<file path="src/rtl/sap_datapath.sv">
// SAP-style 8-bit datapath: PC, MAR, MDR, RAM, IR, A, B, ALU, OUT on one bus.
// Optional flags build: define DATAPATH_FLAGS_EN for carry/zero registers.
module sap_datapath #(
  parameter int DATA_W = 8,
  parameter int ADDR_W = 4
) (
  input  logic              clk,
  input  logic              rst,
  input  logic [14:0]       ctrl,
  input  logic              prog_we,
  input  logic [ADDR_W-1:0] prog_addr,
  input  logic [DATA_W-1:0] prog_data,
  output logic [3:0]        opcode,
  output logic [DATA_W-1:0] out_val,
  output logic [DATA_W-1:0] bus_dbg,
  output logic              bus_err,
  output logic              carry,
  output logic              zero
);

  localparam int DEPTH = 1 << ADDR_W;

  logic [ADDR_W-1:0] pc, mar;
  logic [DATA_W-1:0] mdr, ir, a, b, out_q;
  logic [DATA_W-1:0] ram [DEPTH];
  logic [DATA_W-1:0] bus, alu;
  logic [DATA_W:0]   sum;
  logic [4:0]        drv;
  logic              multi;

  logic pc_inc, pc_en, pc_load, mar_ld, mdr_ld, ram_en, ram_ld;
  logic ir_ld, ir_en, a_ld, a_en, sub, alu_en, b_ld, out_ld;

  assign pc_inc  = ctrl[14];
  assign pc_en   = ctrl[13];
  assign pc_load = ctrl[12];
  assign mar_ld  = ~ctrl[11];
  assign mdr_ld  = ~ctrl[10];
  assign ram_en  = ~ctrl[9];
  assign ram_ld  = ~ctrl[8];
  assign ir_ld   = ~ctrl[7];
  assign ir_en   = ~ctrl[6];
  assign a_ld    = ~ctrl[5];
  assign a_en    = ctrl[4];
  assign sub     = ctrl[3];
  assign alu_en  = ctrl[2];
  assign b_ld    = ~ctrl[1];
  assign out_ld  = ~ctrl[0];

  // Subtract as A + ~B + 1 so carry-out means "no borrow".
  assign sum = {1'b0, a}
             + {1'b0, (sub ? ~b : b)}
             + {{DATA_W{1'b0}}, sub};
  assign alu = sum[DATA_W-1:0];

  // Contending drivers OR together rather than fight.
  always_comb begin
    bus = '0;
    if (pc_en)  bus = bus | {{(DATA_W-ADDR_W){1'b0}}, pc};
    if (ram_en) bus = bus | ram[mar];
    if (ir_en)  bus = bus | {{(DATA_W-4){1'b0}}, ir[3:0]};
    if (a_en)   bus = bus | a;
    if (alu_en) bus = bus | alu;
  end

  assign drv   = {pc_en, ram_en, ir_en, a_en, alu_en};
  assign multi = (drv & (drv - 5'd1)) != 5'd0;

  // Program loader owns the RAM port whenever it strobes.
  always_ff @(posedge clk) begin
    if (prog_we)
      ram[prog_addr] <= prog_data;
    else if (!rst && ram_ld)
      ram[mar] <= mdr;
  end

  always_ff @(posedge clk) begin
    if (rst) begin
      pc      <= '0;
      mar     <= '0;
      mdr     <= '0;
      ir      <= '0;
      a       <= '0;
      b       <= '0;
      out_q   <= '0;
      bus_err <= 1'b0;
    end else begin
      if (pc_load)     pc <= bus[ADDR_W-1:0];
      else if (pc_inc) pc <= pc + 1'b1;
      if (mar_ld) mar   <= bus[ADDR_W-1:0];
      if (mdr_ld) mdr   <= bus;
      if (ir_ld)  ir    <= bus;
      if (a_ld)   a     <= bus;
      if (b_ld)   b     <= bus;
      if (out_ld) out_q <= bus;
      if (multi)  bus_err <= 1'b1;
    end
  end

`ifdef DATAPATH_FLAGS_EN
  always_ff @(posedge clk) begin
    if (rst) begin
      carry <= 1'b0;
      zero  <= 1'b0;
    end else if (alu_en && a_ld) begin
      carry <= sum[DATA_W];
      zero  <= (alu == '0);
    end
  end
`else
  logic unused_carry;
  assign unused_carry = sum[DATA_W];
  assign carry = 1'b0;
  assign zero  = 1'b0;
`endif

  assign opcode  = ir[DATA_W-1:DATA_W-4];
  assign out_val = out_q;
  assign bus_dbg = bus;

endmodule
</file>
<file path="config.mk">
export PLATFORM = sky130hd
export DESIGN_NAME = sap_datapath
export DESIGN_NICKNAME = d
export VERILOG_FILES = /design/src/rtl/sap_datapath.sv
export SDC_FILE = /design/constraint.sdc
export NUM_CORES = 1
export LEC_CHECK = 0
export ABC_CLOCK_PERIOD_IN_PS = 2900
export CORE_MARGIN = 5
export CORE_UTILIZATION = 32
export CTS_BUF_LIST = sky130_fd_sc_hd__clkbuf_4
export CTS_CLUSTER_SIZE = 10
export DETAILED_ROUTE_END_ITERATION = 16
export PLACE_DENSITY = 0.54
export RECOVER_POWER = 100
export SYNTH_ARGS = -nofsm -noshare
export SYNTH_HDL_FRONTEND = slang
export SYNTH_SLANG_ARGS = --single-unit
</file>
<file path="constraint.sdc">
create_clock -name clk -period 2.9 [get_ports clk]
set_clock_uncertainty 0.05 [all_clocks]
set_input_delay 0.58 -clock clk [delete_from_list [all_inputs] [get_ports clk]]
set_output_delay 0.58 -clock clk [all_outputs]
set_load 0.01 [all_outputs]
</file>
# [Word-level counts from Yosys, hierarchy flattened]
# Memory sizes are Yosys's and may differ from the RTL's. A register that Yosys moved wholly into a read port is not among the register bits.
# Cells that the tools add are included.
# W data, S select, Z words.
[classes] n_addsub=4 n_mux=18 bitwise=9 n_reduce_logical=5
[ops] cell="$mux W8" n=6
[ops] cell="$mux W4" n=6
[ops] cell="$or A8 B8 Y8" n=2
[ops] cell="$add A8 B1 Y8" n=1
[ops] cell="$add A8 B8 Y8" n=1
[ops] cell="$not A8 Y8" n=1
[ops] cell="$or A4 B8 Y8" n=1
[ops] cell="$or A8 B4 Y8" n=1
[ops] cell="$reduce_or A8 Y1" n=1
[ops] cell="$mux W1" n=6
[ops] cell="$and A5 B5 Y5" n=1
[ops] cell="$reduce_bool A5 Y1" n=1
[ops] cell="$sub A5 B1 Y5 const B" n=1
[ops] cell="$add A4 B1 Y4 const B" n=1
[ops] cell="$not A1 Y1" n=3
[ops] cell="$reduce_bool A2 Y1" n=1
[ops] cell="$logic_and A1 B1 Y1" n=1
[ops] cell="$logic_not A1 Y1" n=1
[word_totals] ff_bits=49 ramBits=128 inputBits=30 elab_cells=45 n_memories=1
[mem_list] name="ram" depth=16 word_bits=8 read_ports=1 rd_ports_with_merged_regs=1 write_ports=1 line="25" source="logic [DATA_W-1:0] ram [DEPTH];"

# [Logic depth before layout (Yosys ltp)]
[depth] word_depth=11 depth_mapped=9

# [Worst setup path after synthesis]
# OpenSTA, ideal clock, no wires.
[synth_timing] path_kind="input-to-output" from="in ctrl[3]" to="out bus_dbg[6]" t_arrival_ns=2.461 t_required_ns=2.270 slack_ns=-0.191 cell_stages=9 cell_sequence="buf_2 xor2_1 inv_1 fa_1 nand2b_1 a21oi_1 nor4_1 nor3_1 nand2b_1"
[synth_via] elab_chain_cells=5
[synth_lines] element="start: declaration" line="9" source="input logic [14:0] ctrl,"
[synth_lines] element="$mux W8" line="52" source="+ {1'b0, (sub ? ~b : b)}"
[synth_lines] element="$add A8 B8 Y8" line="52"
[synth_lines] element="$add A8 B1 Y8 (*)" line="53" source="+ {{DATA_W{1'b0}}, sub};"
[synth_lines] element="$or A8 B8 Y8 (*)" line="63" source="if (alu_en) bus = bus | alu;"
[synth_lines] element="$mux W8 (*)" line="63"
[synth_lines] element="end: declaration" line="15" source="output logic [DATA_W-1:0] bus_dbg,"
# Mark *: on every way between the ends. The rest lies on a longest branch, timed or not.

# [Worst setup path after layout]
[layout_timing] from="reg b[2]" to="out bus_dbg[7]"
[layout_via] elab_chain_cells=6
[layout_lines] element="start: declaration" line="24" source="logic [DATA_W-1:0] mdr, ir, a, b, out_q;"
[layout_lines] element="start signal: assignment" line="94" source="if (b_ld) b <= bus;"
[layout_lines] element="$not A8 Y8" line="52"
[layout_lines] element="$mux W8 (*)" line="52"
[layout_lines] element="$add A8 B8 Y8 (*)" line="52"
[layout_lines] element="$add A8 B1 Y8 (*)" line="53"
[layout_lines] element="$or A8 B8 Y8 (*)" line="63"
[layout_lines] element="$mux W8 (*)" line="63"
# Marks and branches as above.

==> impl_metrics.py <==
metrics = {
    "timing": {
        "tightest_slew_ns": 0.857,
        "finalCritPeriodShare_pct": 108,
        "final_max_slew_viol_count": 0,
        "finalHoldViolCount": 0,
        "timing.final.ws_setup_ns": -0.235,
        "rsz0062_at_grt": "true",
        "timing.hold.ws_ns": 0.423,
        "max_freq_ghz": 0.319,
        "min_period_ns": 3.14,
        "slew-limit-headroom_pct": 42.6,
        "finalSetupViolCount": 8,
    },
    "yosys": {
        "yosysSeqAreaShare_pct": 63.1,
        "synth_area_leaders": "edfxtp_1, dfxtp_1, mux4_1, mux2_2, nor2_1",
        "synth_seq_cells": 181,
        "synth_cells": 554,
        "yosys_warnings": 0,
        "synthFlopType": "edfxtp_1",
        "avgSynthCellArea_um2": 14.0,
        "synth-async-reset-ratio_pct": 0,
        "synth_edf_count": 128,
        "synth_area_mm2": 0.00778,
        "synth_area_leader_cell": "edfxtp_1",
        "yosysUniqueCellTypes": 59,
        "yosysTopAreaCellShare_pct": 49.4,
    },
    "run": {
        "cap_violations": 0,
    },
    "grt": {
        "grt_pass1_vias": 5102,
        "overflow": 0,
        "grt_usage_pct": 13.4,
        "grt_pass1_wl_mm": 28.9,
        "antenna_found_initial": 1,
        "grt_max_degree": 50,
    },
    "die": {
        "fp.dieH_um": 166,
        "coreArea_mm2": 0.0241,
        "chipWidth_um": 166,
        "io_pins": 53,
        "num_rows": 57,
        "die_area_mm2": 0.0275,
        "start_util_pct": 32.3,
    },
    "hold_path": {
        "hold_end": "out_val[0]",
        "hold_path.startpoint": "out_val[0]",
        "hold_depth": 2,
        "hp-class": "reg -> reg",
    },
    "detailed_routing": {
        "highest_layer": "met4",
        "remaining_drc_errors": 0,
        "drt-met1-wl_mm": 8.60,
        "wl_met3_um": 782,
        "vias": 5117,
        "drt-wirelength-per-cell_um": 18.3,
        "drtAntennaViolNets": 0,
        "wl_met2_mm": 9.29,
        "routed_wirelength_mm": 18.8,
        "viasPerCell": 4.97,
        "drt_iter0_drc": 310,
        "drtPass1Iterations": 5,
    },
    "critical_path": {
        "cp_top_family": "multiplexers",
        "crit_buf_inv": 2,
        "end_kind": "primary output",
        "regToRegEndpoint": "mdr[7]",
        "startpoint": "b[2]",
        "arrival_ns": 2.51,
        "path_class": "reg -> out",
        "cp-start-kind": "register",
        "required_ns": 2.27,
        "r2r-start": "b[2]",
        "slowest_stage": "mux2_2",
        "cpPeakStageDelay_ns": 0.39,
        "critPathMaxFanout": 3,
        "reg2reg_depth": 10,
        "crit_chain": "xor2_1 > ha_1 > buf_4 > nand2_1 > a21oi_1 > o41ai_2 > mux2_2 > nand2_2 > buf_6",
        "ff2ff_setup_slack_ns": 0.47,
    },
    "outcome": {
        "violations": "setup timing",
        "status": "finished with violations",
    },
    "power_and_ir_drop": {
        "ir_worst_vdd_mv": 0.252,
        "p_per_area_mw_per_mm2": 602,
        "p_leak_nw": 3.38,
    },
    "finish": {
        "drive_above_1_share_pct": 28.3,
        "final_nets": 729,
        "layout_commonest_cell": "edfxtp_1",
        "stdcell_area_mm2": 0.00966,
        "syn_to_final_growth_pct": 24.3,
        "most-common-layout-cells": "edfxtp_1, buf_4, nor2_1, dfxtp_1, clkdlybuf4s50_1",
        "fillers": 2333,
        "instances_no_fill": 1029,
    },
    "cts": {
        "cts.hold.buffers_added": 0,
        "cts_buffers": 17,
        "root_buffer": "clkbuf_4",
        "clk_latency_ns": 0.56,
        "clock_path_buffers": 2,
        "path_clk_slew_ns": 0.17,
        "cts_sinks": 181,
        "htreeDepth": 4,
        "cts_tree": "yes",
    },
    "place": {
        "io_buffers": 50,
        "dpl.hpwl_mm": 13.2,
        "dp.cells": 978,
        "gp_congestion": 0.836,
        "placed_area_mm2": 0.00914,
    },
}
==> worst max-delay path by stage <==
stage | to | cells past startpoint
detailed placement | bus_dbg[7] | 10
global placement | bus_dbg[7] | 10
global route | bus_dbg[7] | 8
CTS | bus_dbg[7] | 8
floorplan | bus_dbg[4] | 9
finish | bus_dbg[7] | 9
==> flip-flops by register name, indices dropped and copies added, names as in the netlist, named ones only <==
signal   flops
ir           8
b            8
ram        128
a            8
mar          4
mdr          8
bus_err      1
out_val      8
pc           4
==> metrics by stage <==
| stage | setup slack (ns) | TNS [ns] | total power [mW] | util (%) |
|---|---|---|---|---|
| floorplan | 0.00952 | 0 | 3.74 | - |
| global placement | -1.01 | -13.64 | 4.32 | 37.9 |
| detailed placement | -1.05 | -15.71 | 4.35 | 37.9 |
| CTS | -0.361 | -1.85 | 5.80 | 39.6 |
| global route | -0.415 | -2.92 | 6.12 | 40.1 |
| finish | -0.235 | -1.41 | 5.82 | 40.1 |
==> worst register-to-register path: cells and delay by family (launching register included) <==
kind | cells | cell delay, ns
buf+inv | 3 | 0.42
flops | 1 | 0.36
compound gates | 3 | 0.60
simple gates | 1 | 0.05
xor+xnor | 1 | 0.16
fa+ha+maj | 1 | 0.32
mux | 1 | 0.39
==> repair_timing <==
action,4_1_cts,5_1_grt
setup buffers,9,10
pin swaps,22,20
cloned,0,1
resized for setup,81,32
endpoints found under the setup margin,8,8
==> power by group <==
part | leakage, nW | switching (mW) | internal, mW
clock | 0.155 | 0.986 | 0.397
combinational | 1.62 | 0.710 | 0.721
sequential | 1.60 | 0.0938 | 2.91
total | 3.38 | 1.79 | 4.03
==> area by class of cell <==
type | count | area (um2) | area share (%)
clock inverters | 15 | 156 | 1.62
repair buffers | 142 | 1210 | 12.6
diodes | 1 | 2.50 | 0.0259
clock buffers | 17 | 128 | 1.32
inverters | 29 | 109 | 1.13
flip-flops and latches | 181 | 4910 | 50.8
well taps | 324 | 405 | 4.19
multi-input cells | 320 | 2740 | 28.3
==> logic make-up (layout without fill, tap and decap cells) <==
logic type	count (synthesis)	after routing	share of synthesized area (%)
DFF	181	181	63.1
other	1	3	0.0482
adders and majority gates	8	8	1.38
AOI/OAI and AO/OA	121	121	10.9
and+or+nand+nor	115	115	6.68
muxes	62	62	13.1
xor gates and xnor gates	12	12	1.35
buffers and inverters	54	203	3.49
==> synth_stat cells, types with 7 or more instances <==
library cell	number
edfxtp_1	128
nor2_1	54
dfxtp_1	53
a21oi_1	26
mux2_2	25
inv_1	24
nand2_1	24
o21ai_0	19
mux4_1	18
a211oi_1	16
mux2i_1	13
nand2b_1	11
a311oi_1	10
o22ai_1	10
xor2_1	10
clkbuf_1	8
ha_1	7
o21a_1	7
==> layer usage <==
layer  GRT usage, %  up-vias
met5              0        -
met3           3.48       11
met1           17.8     2586
li1               -     2396
met2           22.4      124
met4           2.76        0
Power figures use the tool's default switching activity.
